==> config.mk <==
export PLATFORM = sky130hd
export DESIGN_NAME = mci_control_fsm
export DESIGN_NICKNAME = d
export VERILOG_FILES = /design/src/rtl/mci_pkg.sv /design/src/rtl/mci_ctrl_decode.sv /design/src/rtl/mci_control_fsm.sv
export SDC_FILE = /design/constraint.sdc
export NUM_CORES = 1
export LEC_CHECK = 0
export CAP_MARGIN = 0
export CORE_ASPECT_RATIO = 1.2
export CORE_MARGIN = 8
export CORE_UTILIZATION = 24
export DETAILED_ROUTE_END_ITERATION = 10
export GPL_ROUTABILITY_DRIVEN = 0
export PLACE_DENSITY = 0.45
export REMOVE_ABC_BUFFERS = 1
export SLEW_MARGIN = 30
export SYNTH_ARGS = -nofsm -noshare
export SYNTH_HDL_FRONTEND = slang
export SYNTH_HIERARCHICAL = 1
export SYNTH_SLANG_ARGS = --single-unit
==> constraint.sdc <==
create_clock -name clk -period 2.45 [get_ports clk]
set_input_delay 0.3675 -clock clk [delete_from_list [all_inputs] [get_ports clk]]
set_output_delay 0.3675 -clock clk [all_outputs]
set_load 0.01 [all_outputs]
==> src/rtl/mci_pkg.sv <==
// Shared definitions for the multicycle MIPS control unit: state encoding,
// opcodes, mux/ALU select encodings and the packed control word.
package mci_pkg;

   typedef enum logic [3:0] {
      S_FETCH    = 4'd0,
      S_DECODE   = 4'd1,
      S_MEM_ADDR = 4'd2,
      S_MEM_RD   = 4'd3,
      S_MEM_WB   = 4'd4,
      S_MEM_WR   = 4'd5,
      S_EXEC     = 4'd6,
      S_ALU_WB   = 4'd7,
      S_BRANCH   = 4'd8,
      S_JUMP     = 4'd9
   } state_e;

   localparam logic [5:0] OP_RTYPE = 6'b000000;
   localparam logic [5:0] OP_LW    = 6'b100011;
   localparam logic [5:0] OP_SW    = 6'b101011;
   localparam logic [5:0] OP_BEQ   = 6'b000100;
   localparam logic [5:0] OP_J     = 6'b000010;

   localparam logic [1:0] ALU_OP_ADD   = 2'b00;
   localparam logic [1:0] ALU_OP_SUB   = 2'b01;
   localparam logic [1:0] ALU_OP_FUNCT = 2'b10;

   localparam logic [1:0] SRCB_B      = 2'b00;
   localparam logic [1:0] SRCB_FOUR   = 2'b01;
   localparam logic [1:0] SRCB_IMM    = 2'b10;
   localparam logic [1:0] SRCB_IMM_SH = 2'b11;

   localparam logic [1:0] PCSRC_ALU    = 2'b00;
   localparam logic [1:0] PCSRC_ALUOUT = 2'b01;
   localparam logic [1:0] PCSRC_JUMP   = 2'b10;

   typedef struct packed {
      logic       pc_write;
      logic       pc_write_cond;
      logic       i_or_d;
      logic       mem_read;
      logic       mem_write;
      logic       ir_write;
      logic       mem_to_reg;
      logic       reg_dst;
      logic       reg_write;
      logic       alu_src_a;
      logic [1:0] alu_src_b;
      logic [1:0] alu_op;
      logic [1:0] pc_source;
   } ctrl_t;

   localparam int CTRL_W = $bits(ctrl_t);

endpackage

==> src/rtl/mci_ctrl_decode.sv <==
// Combinational control-word decoder: maps the current state (plus the
// mem_ready qualifier used in FETCH) to the datapath control signals.
// The JUMP state outputs exist only when MCI_JUMP_EN is defined.
module mci_ctrl_decode
   import mci_pkg::*;
(
   input  logic [3:0]        state_i,
   input  logic              mem_ready_i,
   output logic [CTRL_W-1:0] ctrl_o
);

   ctrl_t c;

   // Moore control word per state; FETCH adds the mem_ready qualifier.
   always_comb begin
      // NOTE: every field gets a default before the case so no path leaves a
      // signal unassigned, which would otherwise infer a latch.
      c = '0;
      unique case (state_e'(state_i))
         S_FETCH: begin
            c.mem_read  = 1'b1;
            c.alu_src_b = SRCB_FOUR;
            c.alu_op    = ALU_OP_ADD;
            c.pc_source = PCSRC_ALU;
            c.ir_write  = mem_ready_i;
            c.pc_write  = mem_ready_i;
         end
         S_DECODE: begin
            c.alu_src_b = SRCB_IMM_SH;
            c.alu_op    = ALU_OP_ADD;
         end
         S_MEM_ADDR: begin
            c.alu_src_a = 1'b1;
            c.alu_src_b = SRCB_IMM;
            c.alu_op    = ALU_OP_ADD;
         end
         S_MEM_RD: begin
            c.mem_read = 1'b1;
            c.i_or_d   = 1'b1;
         end
         S_MEM_WB: begin
            c.reg_write  = 1'b1;
            c.mem_to_reg = 1'b1;
         end
         S_MEM_WR: begin
            c.mem_write = 1'b1;
            c.i_or_d    = 1'b1;
         end
         S_EXEC: begin
            c.alu_src_a = 1'b1;
            c.alu_src_b = SRCB_B;
            c.alu_op    = ALU_OP_FUNCT;
         end
         S_ALU_WB: begin
            c.reg_write = 1'b1;
            c.reg_dst   = 1'b1;
         end
         S_BRANCH: begin
            c.alu_src_a     = 1'b1;
            c.alu_src_b     = SRCB_B;
            c.alu_op        = ALU_OP_SUB;
            c.pc_write_cond = 1'b1;
            c.pc_source     = PCSRC_ALUOUT;
         end
`ifdef MCI_JUMP_EN
         S_JUMP: begin
            c.pc_write  = 1'b1;
            c.pc_source = PCSRC_JUMP;
         end
`endif
         default: c = '0;
      endcase
   end

   assign ctrl_o = c;

endmodule

==> src/rtl/mci_control_fsm.sv <==
// Multicycle MIPS control unit top: state register, next-state logic,
// completion/illegal pulses and the retired-instruction counter.
// Optional jump support is enabled by defining MCI_JUMP_EN.
module mci_control_fsm
   import mci_pkg::*;
#(
   parameter int CNT_W = 32
) (
   input  logic             clk,
   input  logic             reset,
   input  logic [5:0]       opcode,
   input  logic             mem_ready,
   output logic             pc_write,
   output logic             pc_write_cond,
   output logic             i_or_d,
   output logic             mem_read,
   output logic             mem_write,
   output logic             ir_write,
   output logic             mem_to_reg,
   output logic             reg_dst,
   output logic             reg_write,
   output logic             alu_src_a,
   output logic [1:0]       alu_src_b,
   output logic [1:0]       alu_op,
   output logic [1:0]       pc_source,
   output logic [3:0]       state,
   output logic             instr_done,
   output logic             illegal_op,
   output logic [CNT_W-1:0] instr_count
);

   state_e             state_q, state_d;
   logic [CNT_W-1:0]   cnt_q, cnt_d;
   logic               done_raw;
   logic               illegal_raw;
   logic [CTRL_W-1:0]  ctrl_bits;
   ctrl_t              ctrl;

   mci_ctrl_decode u_decode (
      .state_i     (state_q),
      .mem_ready_i (mem_ready),
      .ctrl_o      (ctrl_bits)
   );

   // Next state plus the one-cycle completion and illegal-opcode pulses.
   always_comb begin
      state_d     = state_q;
      done_raw    = 1'b0;
      illegal_raw = 1'b0;
      unique case (state_q)
         S_FETCH:    if (mem_ready) state_d = S_DECODE;
         S_DECODE: begin
            unique case (opcode)
               OP_LW, OP_SW: state_d = S_MEM_ADDR;
               OP_RTYPE:     state_d = S_EXEC;
               OP_BEQ:       state_d = S_BRANCH;
`ifdef MCI_JUMP_EN
               OP_J:         state_d = S_JUMP;
`endif
               default: begin
                  state_d     = S_FETCH;
                  illegal_raw = 1'b1;
               end
            endcase
         end
         S_MEM_ADDR: state_d = (opcode == OP_SW) ? S_MEM_WR : S_MEM_RD;
         S_MEM_RD:   if (mem_ready) state_d = S_MEM_WB;
         S_MEM_WB: begin
            state_d  = S_FETCH;
            done_raw = 1'b1;
         end
         S_MEM_WR: begin
            if (mem_ready) begin
               state_d  = S_FETCH;
               done_raw = 1'b1;
            end
         end
         S_EXEC:     state_d = S_ALU_WB;
         S_ALU_WB: begin
            state_d  = S_FETCH;
            done_raw = 1'b1;
         end
         S_BRANCH: begin
            state_d  = S_FETCH;
            done_raw = 1'b1;
         end
`ifdef MCI_JUMP_EN
         S_JUMP: begin
            state_d  = S_FETCH;
            done_raw = 1'b1;
         end
`endif
         // Unused encodings (and JUMP when jumps are disabled) recover to FETCH.
         default:    state_d = S_FETCH;
      endcase
   end

   // Retired-instruction counter, wrapping naturally at 2^CNT_W.
   always_comb begin
      cnt_d = done_raw ? cnt_q + CNT_W'(1) : cnt_q;
   end

   // State and counter registers with asynchronous active-high reset.
   always_ff @(posedge clk or posedge reset) begin
      // NOTE: sequential state uses non-blocking assignments so every register
      // samples pre-edge values and simulation matches the synthesized flops.
      if (reset) begin
         state_q <= S_FETCH;
         cnt_q   <= '0;
      end else begin
         state_q <= state_d;
         cnt_q   <= cnt_d;
      end
   end

   // Reset forces all controls quiet, including FETCH's memory read.
   assign ctrl = reset ? '0 : ctrl_t'(ctrl_bits);

   assign pc_write      = ctrl.pc_write;
   assign pc_write_cond = ctrl.pc_write_cond;
   assign i_or_d        = ctrl.i_or_d;
   assign mem_read      = ctrl.mem_read;
   assign mem_write     = ctrl.mem_write;
   assign ir_write      = ctrl.ir_write;
   assign mem_to_reg    = ctrl.mem_to_reg;
   assign reg_dst       = ctrl.reg_dst;
   assign reg_write     = ctrl.reg_write;
   assign alu_src_a     = ctrl.alu_src_a;
   assign alu_src_b     = ctrl.alu_src_b;
   assign alu_op        = ctrl.alu_op;
   assign pc_source     = ctrl.pc_source;
   assign state         = state_q;
   assign instr_done    = ~reset & done_raw;
   assign illegal_op    = ~reset & illegal_raw;
   assign instr_count   = cnt_q;

endmodule

==> impl_metrics.ini <==
[clock_network]
cts.sink_count = 36
cts_max_level = 2
root_buffer = clkbuf_8
cts_buffer_depth = 2
cts_buffers = 5
clk_pin_slew_ns = 0.06
clk_latency_ns = 0.28
tritoncts = built

[route]
dr.pass1.iters = 4
avgViaCountPerCell = 4.47
drt_first_iter_violations = 64
wirelength_um = 5650
drcViolationCount = 0
drtAntennaViolNets = 0
vias = 1805
wire_per_inst_um = 14.0

[place]
place_inst = 395
io_buffers = 61
dpl.hpwl_um = 4290

[setup_path]
startpoint_type = primary input
r2r_cells = 7
arrival_ns = 1.99
crit_required_ns = 2.08
crit_type = primary input to output pin
timing.rr.end = instr_count[31]
reg2reg_slack_ns = 0.22
endpoint_kind = output pin
r2r_start = state[3]
path_max_fanout = 2

[synthesis]
synth.cell_area_um2 = 2110
synth-async-reset-ratio_pct = 100
netlist_instances = 213
muxShareOfSynthArea_pct = 0.474
yosysWarnings = 6
ys_seq_area_share_pct = 42.7
yosys.area_share.simple_pct = 30.3
ys_ff_latch = 36
synth_compound_area_share_pct = 5.63
synth-main-ff-cell = dfrtp_1
synth_edf_count = 0
synth_top_family_by_area = simple AND/OR/NAND/NOR gates
synth-adder-area-share_pct = 0.592
avgSynthCellArea_um2 = 9.92
synth_cell_type_count = 50
synth_xor_area_share_pct = 14.0

[global_routing]
grt-ovfl-total = 0
track_usage_pct = 9.59
grt_first_pass_wirelength_um = 9340
grt_pass1_vias = 1870
grt_antenna_before_repair = 0
grt_max_degree = 37

[sta]
tightest_slew_ns = 0.572
finalSetupViolations = 0
hold_slack_ns = 0.469
fmax_mhz = 424
fin_crit_ns = 2.36
hold_viol_final = 0
post-route-period-util_pct = 96.3
drv_slew = 0
fin_skew_ns = 0.00673
rsz0062_at_grt = no
relSlewSlack_pct = 61.8

[die]
die_y_um = 119
rows = 37
start_util_pct = 24.7
die_area_um2 = 12100
core-area_um2 = 8560
die_w_um = 102
ios = 63

[min_path]
hp-class = flop to flop
holdPathEnd = instr_count[31]
hp-start = instr_count[31]
worst_hold_path.num_cells = 1

[pwr]
peakVddDrop_mv = 0.172
power.switching_mw = 0.426
leakagePower_nw = 1.21
p_clk_share_pct = 28.9
power_mw = 1.49
power_density_nw_per_um2 = 491
internal-power_mw = 1.06
combPwrFrac_pct = 25.5
p_seq_share_pct = 45.6
swShare_pct = 28.7

[final_layout]
mostFrequentLayoutCell = clkdlybuf4s50_1
area_growth_pct = 43.3
n_antenna_cell = 0
postLayoutCoreUtil_pct = 35.3
drive_gt1_share_pct = 13.2
mostFrequentLayoutCells = clkdlybuf4s50_1, dfrtp_1, xnor2_1
finalNonFillerCells = 404
fin_nets = 296

[status]
outcome = finished clean

[run]
cap_violations = 0
## layer usage
layer | wire length (um) | global-route usage (%) | share of wire (%)
met1 | 2480 | 11.1 | 44
met2 | 2600 | 15.3 | 46
met3 | 555 | 4.58 | 9.8
met4 | 27 | 2.52 | 0.48
met5 | 0 | 0 | 0
## worst max path at each step
stage,depth (start not counted),slack (ns),endpoint,startpoint
detailed placement,7,-0.03,instr_count[29],mem_ready
global route,5,0.002,mem_write,state[3]
CTS,5,0.03,ir_write,state[1]
floorplan,6,0.05,instr_count[31],state[2]
finish,6,0.09,instr_done,mem_ready
global placement,6,0.003,instr_done,mem_ready
## power by group through the flow
stage	clock network [mW]	logic [mW]	registers [mW]
2_1_floorplan	0	0.145	0.717
3_5_place_dp	0	0.378	0.687
5_1_grt	0.477	0.421	0.685
6_report	0.430	0.378	0.677
3_3_place_gp	0	0.379	0.688
4_1_cts	0.453	0.386	0.676
## metrics by stage
| stage | TNS, ns | area, um2 | setup slack (ns) |
|---|---|---|---|
| after detailed placement | -0.0866 | 2900 | -0.0338 |
| after floorplan | 0 | 2010 | 0.0452 |
| after global routing | 0 | 3030 | 0.00175 |
| after CTS | 0 | 3010 | 0.0327 |
| final | 0 | 3030 | 0.0911 |
| after global placement | 0 | 2900 | 0.00304 |
## layout make-up
type                            count  area (um2)
Clock buffer                        8        90.1
Timing Repair Buffer               79         764
Multi-Input combinational cell    158        1100
Fill cell                         882        5540
Sequential cell                    36         902
Tap cell                          117         146
Inverter                            6        22.5
## what timing repair did
action	4_1_cts	5_1_grt
endpoints found under the setup margin	3	7
setup buffers	1	0
resized for setup	3	5
hold buffers	0	0
pin swaps	0	0
## worst max-delay path: stages
cell and delay [ns]:
clkdlybuf4s50_1 0.44, or2b_2 0.31, a22oi_2 0.16, o22a_1 0.18
nor2_1 0.04, clkdlybuf4s50_1 0.49
## logic make-up after synthesis
logic type | count (synthesis)
XOR/XNOR | 33
buffers and inverters | 19
multiplexers | 1
AO/OA/AOI/OAI | 17
flip-flops | 36
adder cells (fa/ha/maj) | 1
AND/OR/NAND/NOR | 105
other | 1
## cell usage after synthesis, types with 3 or more instances
cell	number	area (um2)
nor2_1	12	45.0
nand2_1	15	56.3
buf_4	5	37.5
a21oi_1	3	15.0
nand4_1	11	68.8
dfrtp_1	36	901
buf_6	5	56.3
nand3_1	12	60.1
nor3b_1	5	37.5
nor2b_1	16	100
nor3_1	8	40.0
xnor2_1	21	184
inv_1	6	22.5
xor2_1	11	96.3
and3_1	6	37.5
## sequential cells by signal, indices dropped and copies added (netlist names)
| signal | cells |
|---|---|
| state | 4 |
| instr_count | 32 |
(Power assumes the default switching activity.)
